`src/rtl/roll_sequencer.sv`:
```
// ---------------------------------------------------------------------------
// roll_sequencer
//
// Electronic dice sequencer. A button press selects a die (d4..d100), the
// die size is shown while the button is held, and on release a spin
// animation of SPIN_STEPS pseudo-random values plays. The gaps between
// values stretch as the spin progresses (1 + n/4 prescaler ticks). The
// last value stays on the display as the result.
//
// Random values come from a free-running 16-bit Fibonacci LFSR. The 7-bit
// sample is reduced modulo the die size by repeated subtraction. It is then
// converted to BCD by repeated subtraction of ten. Both loops take one step
// per clock, which is fast compared with the 32 Hz tick.
//
// Ports
//   clk      in   system clock, all logic on its rising edge
//   rst      in   synchronous active-high reset
//   tick     in   one-cycle 32 Hz prescaler pulse
//   btn_sel  in   debounced buttons, bit0..6 = d4, d6, d8, d10, d12, d20, d100
//   digit10  out  BCD tens digit
//   digit1   out  BCD units digit
//   blank10  out  tens digit is a suppressed leading zero
//   rolling  out  spin animation in progress
//   done     out  one-cycle pulse when the final result appears
// ---------------------------------------------------------------------------
module roll_sequencer #(
   parameter logic [15:0] LFSR_SEED  = 16'hACE1,
   parameter int          SPIN_STEPS = 16
) (
   input  logic       clk,
   input  logic       rst,
   input  logic       tick,
   input  logic [6:0] btn_sel,
   output logic [3:0] digit10,
   output logic [3:0] digit1,
   output logic       blank10,
   output logic       rolling,
   output logic       done
);

   typedef enum logic [2:0] {IDLE, HELD, REDUCE, BCD, WAIT, SHOW} state_t;

   localparam logic [5:0] LAST_STEP = 6'(SPIN_STEPS - 1);

   state_t      state;
   logic [15:0] lfsr;
   logic        btn_q;
   logic        armed;
   logic [6:0]  sides;
   logic [6:0]  r;
   logic [6:0]  work;
   logic [3:0]  tens;
   logic [5:0]  n;
   logic [4:0]  wcnt;

   logic        btn_any;
   logic        press;
   logic        accept;
   logic        lfsr_fb;
   logic [4:0]  wait_target;
   logic [4:0]  wcnt_next;
   logic [6:0]  sel_sides;
   logic [3:0]  sel_d10;
   logic [3:0]  sel_d1;
   logic        sel_blank;

   // A press needs a rising edge of the OR of all buttons. 'armed' stays
   // low after reset until the buttons have been seen released once. This
   // stops a button held through reset from counting as a fresh press.
   assign btn_any = |btn_sel;
   assign press   = btn_any & ~btn_q & armed;
   assign accept  = press & ((state == IDLE) | (state == HELD) | (state == SHOW));

   // Taps 16, 14, 13, 11 of a right-shifting Fibonacci register.
   assign lfsr_fb = lfsr[0] ^ lfsr[2] ^ lfsr[3] ^ lfsr[5];

   // The spin slows down: the gap after value n lasts 1 + n/4 ticks.
   assign wait_target = {1'b0, n[5:2]} + 5'd1;
   assign wcnt_next   = wcnt + 5'd1;

   // The lowest pressed button wins. The die size is also precomputed in
   // display form so it can be shown while the button is held. The d100 die
   // reads as "00", and its tens digit is not blanked.
   always_comb begin
      sel_sides = 7'd100;
      sel_d10   = 4'd0;
      sel_d1    = 4'd0;
      sel_blank = 1'b0;
      if (btn_sel[0]) begin
         sel_sides = 7'd4;  sel_d10 = 4'd0; sel_d1 = 4'd4; sel_blank = 1'b1;
      end else if (btn_sel[1]) begin
         sel_sides = 7'd6;  sel_d10 = 4'd0; sel_d1 = 4'd6; sel_blank = 1'b1;
      end else if (btn_sel[2]) begin
         sel_sides = 7'd8;  sel_d10 = 4'd0; sel_d1 = 4'd8; sel_blank = 1'b1;
      end else if (btn_sel[3]) begin
         sel_sides = 7'd10; sel_d10 = 4'd1; sel_d1 = 4'd0; sel_blank = 1'b0;
      end else if (btn_sel[4]) begin
         sel_sides = 7'd12; sel_d10 = 4'd1; sel_d1 = 4'd2; sel_blank = 1'b0;
      end else if (btn_sel[5]) begin
         sel_sides = 7'd20; sel_d10 = 4'd2; sel_d1 = 4'd0; sel_blank = 1'b0;
      end
   end

   // Main sequencer. The display outputs are registered and change only
   // when a press is accepted or when a BCD conversion finishes. So the
   // display never shows a value that is only partly converted.
   always_ff @(posedge clk) begin
      if (rst) begin
         state   <= IDLE;
         lfsr    <= LFSR_SEED;
         btn_q   <= 1'b0;
         armed   <= 1'b0;
         sides   <= 7'd0;
         r       <= 7'd0;
         work    <= 7'd0;
         tens    <= 4'd0;
         n       <= 6'd0;
         wcnt    <= 5'd0;
         digit10 <= 4'd0;
         digit1  <= 4'd0;
         blank10 <= 1'b1;
         rolling <= 1'b0;
         done    <= 1'b0;
      end else begin
         lfsr  <= {lfsr_fb, lfsr[15:1]};
         btn_q <= btn_any;
         if (!btn_any) begin
            armed <= 1'b1;
         end
         done <= 1'b0;

         if (accept) begin
            state   <= HELD;
            sides   <= sel_sides;
            digit10 <= sel_d10;
            digit1  <= sel_d1;
            blank10 <= sel_blank;
            rolling <= 1'b0;
         end else begin
            case (state)
               HELD: begin
                  if (!btn_any) begin
                     r       <= lfsr[6:0];
                     n       <= 6'd0;
                     rolling <= 1'b1;
                     state   <= REDUCE;
                  end
               end
               REDUCE: begin
                  if (r >= sides) begin
                     r <= r - sides;
                  end else begin
                     work  <= r + 7'd1;
                     tens  <= 4'd0;
                     state <= BCD;
                  end
               end
               BCD: begin
                  if (work >= 7'd10) begin
                     work <= work - 7'd10;
                     tens <= tens + 4'd1;
                  end else begin
                     // Ten tens is the value 100, which shows as "00" with
                     // the tens digit lit.
                     if (tens == 4'd10) begin
                        digit10 <= 4'd0;
                        digit1  <= 4'd0;
                        blank10 <= 1'b0;
                     end else begin
                        digit10 <= tens;
                        digit1  <= work[3:0];
                        blank10 <= (tens == 4'd0);
                     end
                     if (n == LAST_STEP) begin
                        rolling <= 1'b0;
                        done    <= 1'b1;
                        state   <= SHOW;
                     end else begin
                        wcnt  <= 5'd0;
                        state <= WAIT;
                     end
                  end
               end
               WAIT: begin
                  if (tick) begin
                     if (wcnt_next == wait_target) begin
                        n     <= n + 6'd1;
                        r     <= lfsr[6:0];
                        state <= REDUCE;
                     end else begin
                        wcnt <= wcnt_next;
                     end
                  end
               end
               default: begin
               end
            endcase
         end
      end
   end

endmodule

```
`config.mk`:
```
export PLATFORM = sky130hd
export DESIGN_NAME = roll_sequencer
export DESIGN_NICKNAME = d
export VERILOG_FILES = /design/src/rtl/roll_sequencer.sv
export SDC_FILE = /design/constraint.sdc
export NUM_CORES = 1
export LEC_CHECK = 0
export CAP_MARGIN = 20
export CORE_MARGIN = 2
export CORE_UTILIZATION = 45
export CTS_CLUSTER_SIZE = 10
export DETAILED_ROUTE_END_ITERATION = 8
export DONT_BUFFER_PORTS = 1
export PLACE_DENSITY = 0.66
export SYNTH_ARGS = -nofsm -noshare
export SYNTH_HDL_FRONTEND = slang
export SYNTH_SLANG_ARGS = --single-unit
```
`constraint.sdc`:
```
create_clock -name clk -period 6.8 [get_ports clk]
set_input_delay 0.68 -clock clk [delete_from_list [all_inputs] [get_ports clk]]
set_output_delay 0.68 -clock clk [all_outputs]
set_load 0.05 [all_outputs]
```
==> summary.md <==
| Metric | Value |
|---|---|
| Drt pass-1 iters | 4 |
| Post-route DRC | 0 |
| Vias in the first global route | 2947 |
| CTS tree | yes |
| Root buf cell | clkbuf_8 |
| Area delta synth->final | 8.50% |
| Total grt overflow | 0 |
| TNS Setup | 0 ns |
| Worst setup margin | 3.80 ns |
| Post-synth ARST share | 0% |
| Finish-stage setup viols | 0 |
| Setup crit start | r[1] |
| Initial DRC Count | ~130 |
| Max-cap viol count | 0 |
| Post-route clock period utilization | 44.2% |
| First-pass GRT wire length | 14300 microns |
| Hold_buf cts | 0 |
| Synth warn | 0 |
| Most frequent cells in the layout | 66 x dfxtp_1, 35 x nand2_1, 33 x a21oi_1, 31 x nand3_1, 29 x nor2_1 |
| Critical Path Source Type | flop |
| Slew headroom | 50.8% |
| Core area | 7610 sq um |
| Post-CTS Setup Inserts | 0 |
| Worst r2r src | r[1] |
| Synth Instances | 416 |
| Port buffer count | 0 |
| CP most frequent cell | inv_1 |
| Pwr Total | 0.000887 W |
| Worst setup EP type | flop |
| Average via count per standard cell | 5.86 |
| Worst Hold Class | in2reg |
| Largest net degree at the start of global routing | 48 |
| Met1 Track Usage GR | between 20% and 30% |
| Critical path fanouts, max | 5 |
| Routability cong. | about 0.86 |
| Worst slack, placed | 3.85 ns |
| Antenna violations before repair | 0 |
| H-tree Lvls | 3 |
| Final hold viol count | 0 |
| Post-synthesis cell type count | 61 |
| Most common cell after layout, fill and taps aside | dfxtp_1 |
| Filler instances | approximately 740 |
| Cts repair resizes | 0 |
| EDFF count, synth | 0 |
| Die area | 8440 sq um |
| DR vias | 3049 |
| Finished Cell Area | 3770 sq um |
| Yosys top cell area share | 38.0% |
| Clk_skew | 0.00936 ns |
| Slowest cell on crit path | or4_4 |
| Register area | 1320 sq um |
| Rows | 32 |
| Worst-skew pair later-pin latency | 0.34 ns |
| Critical path class | reg2reg |
| # nets final | 438 |
| DRT Wirelength | between 8000 and 9000 microns |
| PwrDens | approximately 240 nW/um^2 |
| Worst vdd ir | 0.171 mV |
| Critical path required time | about 7 ns |
| Crit path cell chain | inv_1 > ha_1 > inv_1 > fa_1 > a211oi_1 > nor2_1 > or4_4 > a21oi_1 > nand2_1 > o311a_1 |
| Fmax | 333 MHz |
| Met3 Usage GRT | between 5 and 6% |
| Post-synth net total | 441 |
| Clk sinks | between 60 and 70 |
| Synth area leader | dfxtp_1 |
| Worst Max-Slew Pin Slew | between 0.7 and 0.8 ns |
| Clock buffer depth | 2 |
| Status | completed |
| Routed len/inst | 16.1 microns |
| Post-synthesis sequential area ratio | 38.0% |
| Placed Area | 3540 sq um |
| Inst Count DP | 504 |
| Ports | 21 |
| Worst path max stage delay | 0.51 ns |
| Initial Util | 45.7% |
| Flops & latches, synth | 66 |
| Total track usage | 21.0% |
| Footprint of the multi-input gates | 2010 sq um |
| Clock transition at path regs | 0.08 ns |
| Die H | around 90 microns |
| Post-Syn Area | 3470 sq um |
| Num CTS Buffers | 9 |
| Fin. max-slew vios | 0 |
| GR peak layer | met2 |
| Layout cells sized above 1 | 7.66% |
| RSZ-0062 raised after global routing | false |
| HP Start | rst |
| Non-filler instance count after layout | between 500 and 600 |
| Leakage Power | 1.35 nW |
| Die X | 91.9 microns |
| Hpwl dp | 5930 microns |
| Final worst path period need | 3.00 ns |
| Inserted Diodes | 0 |
| Met2 usage in global routing | 34.2% |
| Average cell area after synthesis | 8.35 sq um |
| Primary FF master, synth | dfxtp_1 |
| Crit path arrival time | 3.24 ns |
| Remaining antenna violation count | 0 |
| Largest cells by area after synthesis | dfxtp_1 38%, ha_1 5.0%, a21oi_1 4.8% |
==> where the power goes <==
group	internal [W]	switching [W]	total (W)
registers	0.000399	0.0000127	0.000412
clock network	0.000217	0.000156	0.000373
logic	0.0000407	0.0000619	0.000103
==> registers in the layout, summed over array words and instances (netlist names) <==
name	count
armed	1
work	7
sides	5
btn_q	1
digit1	4
state	3
done	1
blank10	1
lfsr	16
rolling	1
wcnt	5
n	6
tens	4
r	7
digit10	4
==> metal layers <==
metal	part of all wire [%]	vias up
met1	48	1450
met4	1.4	0
met2	45	73
li1	-	1513
met5	0	-
met3	5.6	13
==> critical path: cells and delay by family, from the launching register on <==
family | cells | cell delay [ns]
compound gates | 3 | 0.97
simple gates | 3 | 0.88
fa+ha+maj | 2 | 0.58
flops | 1 | 0.35
buf+inv | 2 | 0.13
==> stage by stage <==
stage          util (%)  hold slack (ns)
6_report           49.5            0.397
4_1_cts            49.5            0.386
5_1_grt            49.5            0.376
2_1_floorplan         -            0.389
3_5_place_dp       46.5            0.393
3_3_place_gp       46.5            0.395
==> worst paths after layout <==
check | end | slack [ns] | cells past startpoint
hold / removal | tens[0] | 0.40 | 1
setup / recovery | work[1] | 3.80 | 10
hold reg to reg | lfsr[7] | 0.41 | 1
setup reg to reg | work[1] | 3.80 | 10
==> synth_stat cells (4+ instances only) <==
library cell and instances:
o21ai_0 16, o211ai_1 7, nor2_1 29, dfxtp_1 66
nand2_1 35, nor2b_1 12, nor3b_1 5, clkbuf_1 9
o31ai_1 5, mux2i_1 4, xor2_1 9, o32ai_1 4
a211oi_1 11, nor3_1 19, or2_2 8, a31oi_1 5
a21o_1 4, ha_1 14, inv_1 20, nand3_1 31
o21a_1 5, a21oi_1 33, xnor2_1 9
==> layout make-up <==
| class | count | share of cell area, % |
|---|---|---|
| clock buffer | 10 | 3.65 |
| clock inverter | 6 | 2.39 |
| tap | 102 | 3.39 |
| inverter | 21 | 2.09 |
| sequential | 66 | 35.1 |
| multi-input combinational | 315 | 53.4 |
==> cells by family (layout without fill, tap and decap cells) <==
family / after synthesis / in the layout / synth area share [%]
xor+xnor: 18 / 18 / 4.54
mux: 5 / 5 / 1.48
fa+ha+maj: 15 / 15 / 5.62
buf+inv: 35 / 37 / 4.00
simple gates: 166 / 166 / 24.6
compound gates: 111 / 111 / 21.7
flops: 66 / 66 / 38.0
No activity file was read; power rests on OpenSTA's default activity.
